==> src/rtl/ic_data_ecc_scrub_ctrl.sv <==
// Instruction-cache data RAM ECC controller. It serves fetch reads through an
// external combinational SECDED decoder and writes back words with a single-bit
// error. In idle cycles it runs a background scrubber. It also keeps saturating
// error counters and captures the address of the first error.
module ic_data_ecc_scrub_ctrl #(
    parameter int CNT_W          = 8,
    parameter int SCRUB_INTERVAL = 1024
) (
    input  logic             clk,
    input  logic             rst_a,
    input  logic             ecc_en,
    input  logic             scrub_en,
    input  logic             rd_req,
    input  logic [10:0]      rd_addr,
    output logic             rd_ack,
    output logic             rsp_valid,
    output logic [31:0]      rsp_data,
    output logic             rsp_err,
    output logic             ram_ce,
    output logic             ram_we,
    output logic [10:0]      ram_addr,
    output logic [39:0]      ram_wdata,
    input  logic [39:0]      ram_rdata,
    output logic             dec_enable,
    output logic [31:0]      dec_data,
    output logic [7:0]       dec_ecc,
    output logic [10:0]      dec_addr,
    input  logic [31:0]      dec_data_out,
    input  logic [7:0]       dec_ecc_out,
    input  logic             dec_single_err,
    input  logic             dec_double_err,
    input  logic             dec_addr_err,
    output logic [CNT_W-1:0] sb_cnt,
    output logic [CNT_W-1:0] db_cnt,
    input  logic             cnt_clr,
    output logic             err_addr_vld,
    output logic [10:0]      err_addr,
    input  logic             err_clr,
    output logic [1:0]       dbg_state
);

    localparam int TMR_W = (SCRUB_INTERVAL > 2) ? $clog2(SCRUB_INTERVAL) : 1;
    localparam logic [TMR_W-1:0] TMR_LAST = TMR_W'(SCRUB_INTERVAL - 1);
    localparam logic [CNT_W-1:0] CNT_MAX  = '1;

    typedef enum logic [1:0] {
        ST_IDLE  = 2'd0,
        ST_CHECK = 2'd1,
        ST_WB    = 2'd2
    } state_t;

    state_t           state;
    logic [10:0]      cur_addr;
    logic             src_fetch;
    logic [39:0]      wb_word;
    logic [10:0]      scrub_ptr;
    logic [TMR_W-1:0] timer;

    logic in_idle, in_check, in_wb;
    logic fetch_go, scrub_go;
    logic sb_ev, db_ev, err_ev;

    // Fetch handshake: the request is taken in the cycle that rd_req and
    // rd_ack are both high. rd_ack mirrors rd_req only in IDLE, outside
    // reset. The response follows exactly one cycle later in CHECK.
    assign in_idle  = rst_a && (state == ST_IDLE);
    assign in_check = (state == ST_CHECK);
    assign in_wb    = (state == ST_WB);
    assign fetch_go = in_idle && rd_req;
    assign scrub_go = in_idle && !rd_req && scrub_en && (timer == TMR_LAST);

    // Error classes are sampled only in CHECK and only when ECC is enabled.
    // An uncorrectable indication overrides a simultaneous single-bit flag.
    assign db_ev  = in_check && ecc_en && (dec_double_err || dec_addr_err);
    assign sb_ev  = in_check && ecc_en && dec_single_err && !(dec_double_err || dec_addr_err);
    assign err_ev = sb_ev || db_ev;

    assign dec_enable = ecc_en;
    assign dec_data   = ram_rdata[31:0];
    assign dec_ecc    = ram_rdata[39:32];
    assign dec_addr   = cur_addr;
    assign dbg_state  = state;

    // RAM port and response outputs decoded from the current state.
    always_comb begin
        rd_ack    = fetch_go;
        ram_ce    = fetch_go || scrub_go || in_wb;
        ram_we    = in_wb;
        ram_addr  = 11'd0;
        ram_wdata = 40'd0;
        if (in_wb) begin
            ram_addr  = cur_addr;
            ram_wdata = wb_word;
        end else if (fetch_go) begin
            ram_addr = rd_addr;
        end else if (scrub_go) begin
            ram_addr = scrub_ptr;
        end
        rsp_valid = in_check && src_fetch;
        rsp_data  = rsp_valid ? dec_data_out : 32'd0;
        rsp_err   = rsp_valid && db_ev;
    end

    // Main sequencer: IDLE issues a read, CHECK evaluates it, and WB writes back the repair.
    always_ff @(posedge clk or negedge rst_a) begin
        if (!rst_a) begin
            state     <= ST_IDLE;
            cur_addr  <= 11'd0;
            src_fetch <= 1'b0;
            wb_word   <= 40'd0;
            scrub_ptr <= 11'd0;
        end else begin
            case (state)
                ST_IDLE: begin
                    if (fetch_go) begin
                        cur_addr  <= rd_addr;
                        src_fetch <= 1'b1;
                        state     <= ST_CHECK;
                    end else if (scrub_go) begin
                        cur_addr  <= scrub_ptr;
                        src_fetch <= 1'b0;
                        state     <= ST_CHECK;
                    end
                end
                ST_CHECK: begin
                    if (sb_ev) begin
                        wb_word <= {dec_ecc_out, dec_data_out};
                        state   <= ST_WB;
                    end else begin
                        state <= ST_IDLE;
                    end
                    if (!src_fetch) begin
                        scrub_ptr <= scrub_ptr + 11'd1;
                    end
                end
                ST_WB: begin
                    state <= ST_IDLE;
                end
                default: begin
                    state <= ST_IDLE;
                end
            endcase
        end
    end

    // Scrub timer: it counts free IDLE cycles and holds at expiry until the scrub issues.
    always_ff @(posedge clk or negedge rst_a) begin
        if (!rst_a) begin
            timer <= '0;
        end else if (!scrub_en || scrub_go) begin
            timer <= '0;
        end else if (in_idle && !rd_req && (timer != TMR_LAST)) begin
            timer <= timer + 1'b1;
        end
    end

    // Saturating error counters. A clear in the same cycle beats an increment.
    always_ff @(posedge clk or negedge rst_a) begin
        if (!rst_a) begin
            sb_cnt <= '0;
            db_cnt <= '0;
        end else if (cnt_clr) begin
            sb_cnt <= '0;
            db_cnt <= '0;
        end else begin
            if (sb_ev && (sb_cnt != CNT_MAX)) sb_cnt <= sb_cnt + 1'b1;
            if (db_ev && (db_cnt != CNT_MAX)) db_cnt <= db_cnt + 1'b1;
        end
    end

    // First-error capture. A new error in the same cycle as a clear is kept.
    always_ff @(posedge clk or negedge rst_a) begin
        if (!rst_a) begin
            err_addr_vld <= 1'b0;
            err_addr     <= 11'd0;
        end else if (err_ev && (!err_addr_vld || err_clr)) begin
            err_addr_vld <= 1'b1;
            err_addr     <= cur_addr;
        end else if (err_clr) begin
            err_addr_vld <= 1'b0;
        end
    end

endmodule

==> config.mk <==
export PLATFORM = sky130hd
export DESIGN_NAME = ic_data_ecc_scrub_ctrl
export DESIGN_NICKNAME = d
export VERILOG_FILES = /design/src/rtl/ic_data_ecc_scrub_ctrl.sv
export SDC_FILE = /design/constraint.sdc
export NUM_CORES = 1
export LEC_CHECK = 0
export CORE_MARGIN = 2
export CORE_UTILIZATION = 30
export DETAILED_ROUTE_END_ITERATION = 8
export PLACE_DENSITY = 0.66
export SETUP_SLACK_MARGIN = 0.3
export SLEW_MARGIN = 20
export SYNTH_ARGS = -nofsm -noshare
export SYNTH_HDL_FRONTEND = slang
export SYNTH_SLANG_ARGS = --single-unit
==> constraint.sdc <==
create_clock -name clk -period 2.7 [get_ports clk]
set_clock_uncertainty 0.1 [all_clocks]
set_input_delay 0.54 -clock clk [delete_from_list [all_inputs] [get_ports clk]]
set_output_delay 0.54 -clock clk [all_outputs]
set_load 0.1 [all_outputs]
Word level (Yosys, flattened, before mapping) --
Index checks and enable logic that the tools add are counted.
Operators by class: add/subtract/negate cells 4, multiply operators 0, divide/modulo/power cells 0, order comparisons 0, equality and inequality tests 7, shift operators 0, multiplexer cells 21, bitwise operators 1, reduce and logical (&&, ||, !) cells 34
Operators with widths (number):
- $mux 11 | 5
- $mux 40 | 1
- $mux 32 | 1
- $mux 8 | 4
- $mux 10 | 2
- $add 8x1->8 const B | 2
- $ne 8x8->1 const B | 2
- $logic_and 1x1->1 | 15
- $add 11x1->11 const B | 1
- $add 10x1->10 const B | 1
- $eq 10x10->1 const B | 1
- $ne 10x10->1 const B | 1
- $reduce_bool 2->1 | 5
- $logic_or 1x1->1 | 6
- $mux 2 | 3
- $reduce_and 2->1 | 3
- $logic_not 1->1 | 4
- $mux 1 | 4
- $pmux 2 s2 | 1
- $ne 3x3->1 const B | 1
- $eq 2x1->1 const B | 1
- $eq 2x2->1 const B | 1
- $logic_not 2->1 | 1
- $not 1->1 | 1
Storage, ports and cells: register bits after elaboration 103, bits in latches 0, RAM bits 0, bits in read-only memories 0, bits of input ports 101, logic and storage cells 77, memories kept 0

Logic depth before layout (Yosys ltp) --
Gate-level depths: netlist of the first run.
depth in word-level cells 8, depth in mapped cells 6

Worst setup path after synthesis of the first run --
No wires, ideal clock.
path kind register -> output, from reg state[0] (netlist: dbg_state[0]), to out ram_addr[2], data arrival time 4.188 ns, path slack -2.128 ns, stages on the path, launching flop included 5, buffers on the path 1, path through dfrtp_1 > nor3_1 > clkbuf_1 > a22oi_1 > a21oi_1
On the way: elaborated cells between the ends (all ways) 10
RTL lines:
- start: declaration | RTL line 52 | state_t state;
- start signal: assignment | RTL line 107 | state <= ST_IDLE;
- start signal: assignment | RTL line 118 | state <= ST_CHECK;
- start signal: assignment | RTL line 122 | state <= ST_CHECK;
- $logic_not 2->1 | RTL line 66 | assign in_idle = rst_a && (state == ST_IDLE);
- $logic_and 1x1->1 | RTL line 66
- $logic_and 1x1->1 | RTL line 69 | assign fetch_go = in_idle && rd_req;
- named net rd_ack | RTL line 15 | output logic rd_ack,
- $mux 11 | RTL line 94 | end else if (fetch_go) begin
- $mux 11 | RTL line 91 | if (in_wb) begin
- end: declaration | RTL line 21 | output logic [10:0] ram_addr,
The timed path passes the listed nets, and every way through them passes these cells.

Final worst setup path of the first run --
from reg state[0] (netlist: dbg_state[0]), to out ram_addr[9]
On the way: longest elaborated chain between the ends 8, elaborated cells between the ends (all ways) 10
RTL lines:
- $logic_not 2->1 | RTL line 66
- $logic_and 1x1->1 | RTL line 66
- $logic_and 1x1->1 (3 in series) | RTL line 70 | assign scrub_go = in_idle && !rd_req && scrub_en && (timer == TMR_LAST);
- $mux 11 | RTL line 96 | end else if (scrub_go) begin
- $mux 11 | RTL line 94
- $mux 11 (*) | RTL line 91
Mark *: on every way between the ends. The rest lies on a longest branch, timed or not.

==> summary.md, run 1 <==
The critical path data required time is 2060 ps, and the initial detailed-routing violation count is 254. For the worst setup path, the data arrival time is 2290 ps. 271 I/O pins were placed. The number of enable flip-flop cells after synthesis works out to 0. Measured against its own limit, the worst slew margin works out to 40.0%.

On the critical path, the stage with the largest delay is an instance of sky130_fd_sc_hd__or4b_4. The per-cell routed wire length is 16.7 um, and the x dimension of the die is 138 um. The worst path setup slack after routing was -235 ps; the ratio of total power to cell area was 525 mW/mm^2. The fraction of layout instances using a drive strength above 1 came out at 40.3%.

The classification of the worst setup path is reg -> out. The nature of the critical path endpoint was an output pin. Setup violations remaining at the end of the flow were counted as 12. After synthesis, the netlist uses 51 different library cells.

Startpoint kind of the worst setup timing path: a flip-flop. The congestion estimate from routability-driven global placement came to 0.800. The worst path uses 109% of the clock period. For the sum of net half-perimeters after detailed placement, the log shows 11300 um. For this run, the leading register cell type out of synthesis is sky130_fd_sc_hd__dfrtp_1. The initial core utilization is 30.8%.

Setup repair after global routing could not meet its margin everywhere. After the flow finishes, the layout carries non-filler instances totaling 1014. The number of design rule violations left after detail routing was 0. The run gives 0 as the number of max-slew violations in the final report. Input and output buffers added on the ports amount to 190. The tools report the number of H-tree levels as 3. The flow ran to the end, but the final reports show violations. CTS placed an instance of sky130_fd_sc_hd__clkbuf_16 at the clock tree root. The die is 138 um tall. The launch point of the critical path was dbg_state[0]. TritonCTS built the clock tree. For the number of hold-slack violations in the final timing report, the log shows 0.

In this run the critical register-to-register path is launched from dbg_state[1]. For the number of hold-repair buffers added at the cts stage, the log shows 0. The signal on the critical path passes through or4b_4 -> nor4_4 -> buf_4 -> a22oi_2 -> a21oi_4 -> buf_12. For the maximum number of pins on one net before global-route repair, the log shows 55. For the via count, the log shows 4804. In this run the critical register-to-register path is captured at err_addr[4].

Wires add up to 16900 um. Synthesis inferred 103 register bits. The logs give 0.00537 sq mm for the summed instance area of the synthesized netlist and 0 for the sum of overflow across all layers after global routing. No sink is reached through more buffers than the 2 on the longest clock path. The minimum clock period was 2930 ps; the sequential area share after synthesis was 48.0%.

The run gives 890 as the final net count. The largest single stage delay on the critical path is 560 ps. Class of the tightest hold or removal check: in -> async.

The mean area per synthesized cell was 8.95 sq um. The number of gates on the worst path with buffers counted is 6, and the number of antenna cells inserted is 0. The run gives 4863 as the via count of the first global-routing pass. In this run the remaining antenna-violating nets after routing total 0. For this run, the share of the core covered by cells in the final layout is 53.1%.

The logs give 26300 um for the first-pass GRT wire length and 705 for the total nets after synthesis. For this run, the top clock speed supported by timing is 341 MHz. The checks that failed: setup timing.

The floorplan die area is 0.0190 sq mm. The cell count after synthesis came out at 600. CTS saw 103 sinks. For flop-to-flop paths, the worst setup slack is 450 ps. The initial antenna violation count was 0. In this run the static leakage power is 4.19 nW. After detailed routing, the number of vias per cell comes to 4.74. For the number of warnings issued by yosys, the log shows 0. The cell family contributing the most delay on the critical path is simple AND/OR/NAND/NOR gates. The number of placed instances with taps included is 976. The total clock buffers created by CTS was 9.

The total area inside the core boundary comes to 0.0174 sq mm. The later pin in the worst-skew pair is clocked with a latency of 350 ps. Across the run, the number of max-cap violations was 0. The layout overhead on the synthesized area works out to 72.3%. The row count came out at 48. Counting cells, the worst reg-to-reg path comes to 7.

Async set or reset register ratio after synthesis: 100%. The pre-antenna-repair detailed-routing pass consisted of 4 iterations. At the pin with the least slew margin, the transition time is 893 ps. After clock tree synthesis, the clock-pin slew on the worst setup and hold paths is 70 ps. Together, buffers and inverters on the worst path number 2. The highest net fanout along the worst path is 6. Across every metal layer, demand over resource in global routing totals 18.2%. The maximum vdd ir drop was 0.557 mV.
[worst max path at each step]
stage / end / slack [ps]
after global placement: ram_addr[10] / -420
after floorplan: ram_addr[0] / -240
final: ram_addr[9] / -230
after global routing: ram_addr[0] / -320
after CTS: ram_addr[10] / -350
after detailed placement: ram_addr[10] / -440
[synth_stat cells (3+ instances only)]
cell type                  count  area, sq um
sky130_fd_sc_hd__nand2_1     134          503
sky130_fd_sc_hd__dfrtp_1     103         2580
sky130_fd_sc_hd__and2_1       73          457
sky130_fd_sc_hd__buf_4        41          308
sky130_fd_sc_hd__nor2_1       29          109
sky130_fd_sc_hd__a21oi_1      26          130
sky130_fd_sc_hd__clkbuf_1     20         75.1
sky130_fd_sc_hd__inv_1        19         71.3
sky130_fd_sc_hd__o21ai_0      19         95.1
sky130_fd_sc_hd__nand3_1      18         90.1
sky130_fd_sc_hd__mux2_2       12          135
sky130_fd_sc_hd__a22oi_1      11         82.6
sky130_fd_sc_hd__xnor2_1      11         96.3
sky130_fd_sc_hd__a211oi_1      7         52.6
sky130_fd_sc_hd__nand4_1       7         43.8
sky130_fd_sc_hd__xor2_1        7         61.3
sky130_fd_sc_hd__or3_1         6         37.5
sky130_fd_sc_hd__or4_1         5         37.5
sky130_fd_sc_hd__ha_1          4         50.1
sky130_fd_sc_hd__nor4_1        4         25.0
sky130_fd_sc_hd__o31ai_1       4         30.0
sky130_fd_sc_hd__buf_1         3         11.3
sky130_fd_sc_hd__buf_2         3         15.0
[per-stage QoR]
stage                     setup TNS [ps]  hold slack [ps]  instance area (sq um)  worst slack, ps  power (mW)
after floorplan                    -2430              144                   5650             -244        3.29
after global placement             -4030              349                   8440             -416        3.54
after detailed placement           -4330              355                   8440             -441        3.56
after CTS                          -3740              343                   9140             -347        4.89
after global routing               -3560              370                   9250             -323        5.07
final                              -2510              306                   9250             -235        4.85
[metal layers]
| layer | GRT usage, % | vias up | routed length [um] |
|---|---|---|---|
| met3 | 6.88 | 28 | 1500 |
| met2 | 29.2 | 167 | 8080 |
| met1 | 22.7 | 2284 | 7090 |
| met5 | 0 | - | 0 |
| met4 | 5.95 | 0 | 257 |
| li1 | - | 2325 | - |
[worst reg2reg max path, cell delays in order, from the launching register on]
cell,delay [ps]
sky130_fd_sc_hd__dfrtp_4,490
sky130_fd_sc_hd__buf_8,140
sky130_fd_sc_hd__buf_4,140
sky130_fd_sc_hd__and3b_1,280
sky130_fd_sc_hd__o21ai_0,210
sky130_fd_sc_hd__a21oi_1,180
sky130_fd_sc_hd__buf_4,230
sky130_fd_sc_hd__mux2_2,360
[state kept, by name, summed over array words and instances (netlist names), 2 cells and up]
signal,count
sb_cnt,8
dec_addr,11
scrub_ptr,11
dbg_state,2
db_cnt,8
err_addr,11
timer,10
wb_word,40
[what timing repair did]
item,4_1_cts,5_1_grt
setup buffers,9,3
pin swaps,11,22
hold endpoints to repair,0,0
gates resized for setup,50,6
endpoints found under the setup margin,87,88
gates cloned,9,2
[placed cells by master, fill, tap and decap left out, types with 4 or more instances in the layout]
| master | count |
|---|---|
| sky130_fd_sc_hd__or3_1 | 5 |
| sky130_fd_sc_hd__clkbuf_16 | 11 |
| sky130_fd_sc_hd__mux2_2 | 12 |
| sky130_fd_sc_hd__buf_4 | 72 |
| sky130_fd_sc_hd__dfrtp_1 | 101 |
| sky130_fd_sc_hd__clkdlybuf4s50_1 | 58 |
| sky130_fd_sc_hd__nor2_1 | 29 |
| sky130_fd_sc_hd__nand3_1 | 17 |
| sky130_fd_sc_hd__and2_4 | 41 |
| sky130_fd_sc_hd__xor2_1 | 7 |
| sky130_fd_sc_hd__ha_1 | 4 |
| sky130_fd_sc_hd__xnor2_1 | 11 |
| sky130_fd_sc_hd__a21oi_1 | 15 |
| sky130_fd_sc_hd__and2_2 | 31 |
| sky130_fd_sc_hd__buf_12 | 95 |
| sky130_fd_sc_hd__or4_1 | 5 |
| sky130_fd_sc_hd__inv_1 | 18 |
| sky130_fd_sc_hd__nand4_1 | 7 |
| sky130_fd_sc_hd__a21oi_4 | 11 |
| sky130_fd_sc_hd__o21ai_0 | 19 |
| sky130_fd_sc_hd__nand2_1 | 134 |
| sky130_fd_sc_hd__a211oi_1 | 7 |
| sky130_fd_sc_hd__o31ai_1 | 4 |
| sky130_fd_sc_hd__a22oi_2 | 9 |
| sky130_fd_sc_hd__buf_6 | 5 |
| sky130_fd_sc_hd__buf_16 | 6 |
| sky130_fd_sc_hd__nor4_1 | 4 |
[cell families after synthesis]
kind of cell	synth area share, %
muxes	2.70
AOI/OAI and AO/OA	8.48
and+or+nand+nor	27.7
adders and majority gates	0.932
DFF	48.0
buffers and inverters	9.23
xor gates and xnor gates	2.94
[power by group]
part           leakage (nW)  total [mW]  switching (mW)  internal, mW
Sequential             1.36        1.88           0.130          1.75
Combinational          2.69        1.72            1.19         0.523
Clock                 0.139        1.26           0.589         0.672
[layout make-up]
type | count | area (sq um)
well taps | 225 | 282
repair buffers | 242 | 3380
fillers | 1538 | 8170
clock inverters | 3 | 18.8
multi-input cells | 409 | 2640
inverters | 20 | 87.6
clock buffers | 12 | 256
flip-flops and latches | 103 | 2580
Power figures use the tool's default switching activity.
==> run 2: changes to the inputs <==
--- a/config.mk
+++ b/config.mk
@@ -8,6 +8,7 @@
 export CORE_MARGIN = 2
 export CORE_UTILIZATION = 30
 export DETAILED_ROUTE_END_ITERATION = 8
+export HOLD_SLACK_MARGIN = 0.02
 export PLACE_DENSITY = 0.66
 export SETUP_SLACK_MARGIN = 0.3
 export SLEW_MARGIN = 20
==> results of run 2 <==
No change in the layout: final DEF, timing and power equal those of run 1.
==> run 3: changes to the inputs <==
--- a/config.mk
+++ b/config.mk
@@ -9,7 +9,7 @@
 export CORE_UTILIZATION = 30
 export DETAILED_ROUTE_END_ITERATION = 8
 export HOLD_SLACK_MARGIN = 0.02
-export PLACE_DENSITY = 0.66
+export PLACE_DENSITY = 0.6
 export SETUP_SLACK_MARGIN = 0.3
 export SLEW_MARGIN = 20
 export SYNTH_ARGS = -nofsm -noshare
==> run 3 against run 2 <==
Compared with the run above: the flow still finishes with violations (setup timing); sequential power hardly changed; clock power hardly changed; die area stayed put; sequential share of layout area is 0.18 points lower; cell count is 0.30% higher; critical path depth stayed put; global-route usage is 0.070 points lower; register-to-register slack worse by 20 ps; worst setup slack better by 67 ps; critical endpoint is now ram_addr[2].
==> summary.md, run 3 (same netlist as run 1, synthesis figures left out) <==
The run finished, with violations left. The checks that failed: setup timing. The floorplan step defined a die boundary enclosing 0.0190 sq mm. Wire segments on met3 add up to 1350 um in the final route. The flip-flop count of the largest register, all copies and words added is 40, and the met1 routed wirelength after detailed routing is 6820 um.

Ranked by flip-flop count, first place goes to wb_word. Leaving out fill and tap cells, the most frequent cells in the layout are sky130_fd_sc_hd__nand2_1 (134), sky130_fd_sc_hd__dfrtp_1 (99), sky130_fd_sc_hd__buf_12 (93). The tools report the launch point of the critical path as dbg_state[0].

TritonCTS built the clock tree. The x dimension of the die is 138 um. Before antenna repair, the detailed router went through 4 iterations. The startpoint kind of the worst setup timing path was a flip-flop. For the worst setup path, the data required time is 2060 ps.

The worst setup path is captured at an output pin. The ratio of total power to cell area is 521 mW/mm^2. In this run the worst hold path is classified as in -> async. The number of hold-slack violations in the final timing report is 0, and the number of max-capacitance violations reported is 0. The number of setup violations in the final report is 12, and the clock latency of the later-clocked register in the worst-skew pair is 350 ps.

Once the floorplan was initialized, standard cells occupied 30.8% of the core. Clock-pin slew was measured on the worst setup and hold paths at 70 ps. The all-layer global routing usage is 18.2%. Setup repair after global routing could not meet its margin everywhere.

For the pin with the worst max-slew slack, the measured transition is 900 ps. For the worst setup path, the data arrival time is 2230 ps. The leading cell type in the layout, fill and taps excluded is sky130_fd_sc_hd__nand2_1. The reg-to-reg critical path startpoint is dbg_state[1]. The routability congestion estimate was 0.836. After detailed placement, the design holds a cell count of 971.

In this run the clock root is driven by a sky130_fd_sc_hd__clkbuf_16. IR analysis of the VDD net gives a maximum drop of 0.489 mV. Row count: 48. For the sum of overflow across all layers after global routing, the log shows 0.

The highest layer used for signal routing is met4. The port buffer count was 190; the sum of net half-perimeters after detailed placement was 11400 um. The repair_antennas step left the layout with diodes totalling 0. In the final routed layout, each cell accounts on average for 16.6 um. The total area inside the core boundary comes to 0.0174 sq mm. Summing all placed instances gives a cell area of 0.00841 sq mm. The number of hold-repair buffers added at the cts stage is 0, and the maximum number of pins on one net before global-route repair is 55. For the via count of the first global-routing pass, the log shows 4858. The finished cells cover 0.00932 sq mm. Worst path setup slack after routing: -168 ps.

Minimum clock period: 2870 ps. The clock drives 103 sinks. The routed design has 16900 um of wire. The detail route stage leaves a number of antenna-violating nets equal to 0. For this run, design rule violations remaining after detail routing come to 0.

For this run, the top clock speed supported by timing is 349 MHz. The tools report the number of H-tree levels as 3. The number of max-slew violations in the final report was 0. For this design the top-level I/O count stands at 271.

Detailed routing inserted a total of 4837 vias. Classification of the worst setup path: reg -> out. The smallest hold slack was 323 ps. Summing internal, switching and leakage power gives 4.86 mW.

For the number of fillers in the final layout, the log shows 1513. The static leakage power is 4.19 nW, and the clock tree buffer depth is 2. After detailed routing, the met2 layer carries 8360 um of wire.

The tools report the total clock buffers created by CTS as 9. The initial antenna violation count was 0; the number of vias per cell was 4.76. The finished layout holds 1017 standard cells, fillers aside. The initial detailed-routing violation count is 229, and the headroom to the max-slew limit is 39.5%. In this run the worst path has a maximum fanout of 13. The tools report the first-pass GRT wire length as 26400 um. The final critical path takes up 106% of the cycle. The setup TNS is -1760 ps, and the fraction of layout instances using a drive strength above 1 is 40.2%. The setup slack at placement was -348 ps; the layout overhead on the synthesized area was 73.5%.

The final net count is 892, and the die boundary height is 138 um. The tools report the utilization after layout as 53.5%.
-- run 3: cell count changes in the layout (fill, tap and decap cells not counted), moves of 3 or more --
cell	before	now
sky130_fd_sc_hd__buf_6	5	12
sky130_fd_sc_hd__a22oi_2	9	0
sky130_fd_sc_hd__and2_4	41	72
sky130_fd_sc_hd__buf_16	6	9
sky130_fd_sc_hd__and2_2	31	0
sky130_fd_sc_hd__a22oi_1	2	11
sky130_fd_sc_hd__buf_4	72	66
sky130_fd_sc_hd__clkinvlp_4	0	5
-- run 3: what timing repair did --
item	in CTS	in global routing
setup endpoints to repair	87	124
gates cloned	9	2
gates resized for setup	72	28
buffers inserted	14	5
pin swaps	27	3
-- run 3: final cells by class --
class                           count  area, sq um  area share [%]
Multi-Input combinational cell    409         2650            28.5
Timing Repair Buffer              244         3420            36.8
Tap cell                          225          282            3.02
Inverter                           20         87.6           0.940
Clock buffer                        9          225            2.42
Clock inverter                      7         57.6           0.618
Sequential cell                   103         2590            27.8
-- run 3: power by group --
part	total, mW	leakage (nW)	switching (mW)	internal (mW)
Sequential	1.89	1.35	0.140	1.75
Clock	1.26	0.122	0.626	0.636
Combinational	1.71	2.72	1.19	0.519
-- run 3: worst max-delay path: stages (launching register included) --
cell                      delay [ps]
sky130_fd_sc_hd__dfrtp_4         490
sky130_fd_sc_hd__or4b_4          540
sky130_fd_sc_hd__nor4_4          190
sky130_fd_sc_hd__buf_12          170
sky130_fd_sc_hd__a22oi_1         120
sky130_fd_sc_hd__a21oi_4         170
sky130_fd_sc_hd__buf_12          190
-- run 3: path summary, 6_finish.rpt --
check / end / slack [ps] / cells after the start
min reg2reg: wb_word[17] / 380 / 2
max: ram_addr[2] / -170 / 6
max in group asynchronous: dbg_state[0] / 950 / 4
max reg2reg: err_addr[3] / 430 / 8
min: timer[0] / 320 / 3
min in group clk: wb_word[17] / 380 / 2
-- run 3: per-layer routing --
metal	GRT usage (%)	up-vias
li1	-	2329
met2	29.9	167
met4	6.52	0
met3	5.78	28
met1	22.4	2313
met5	0	-
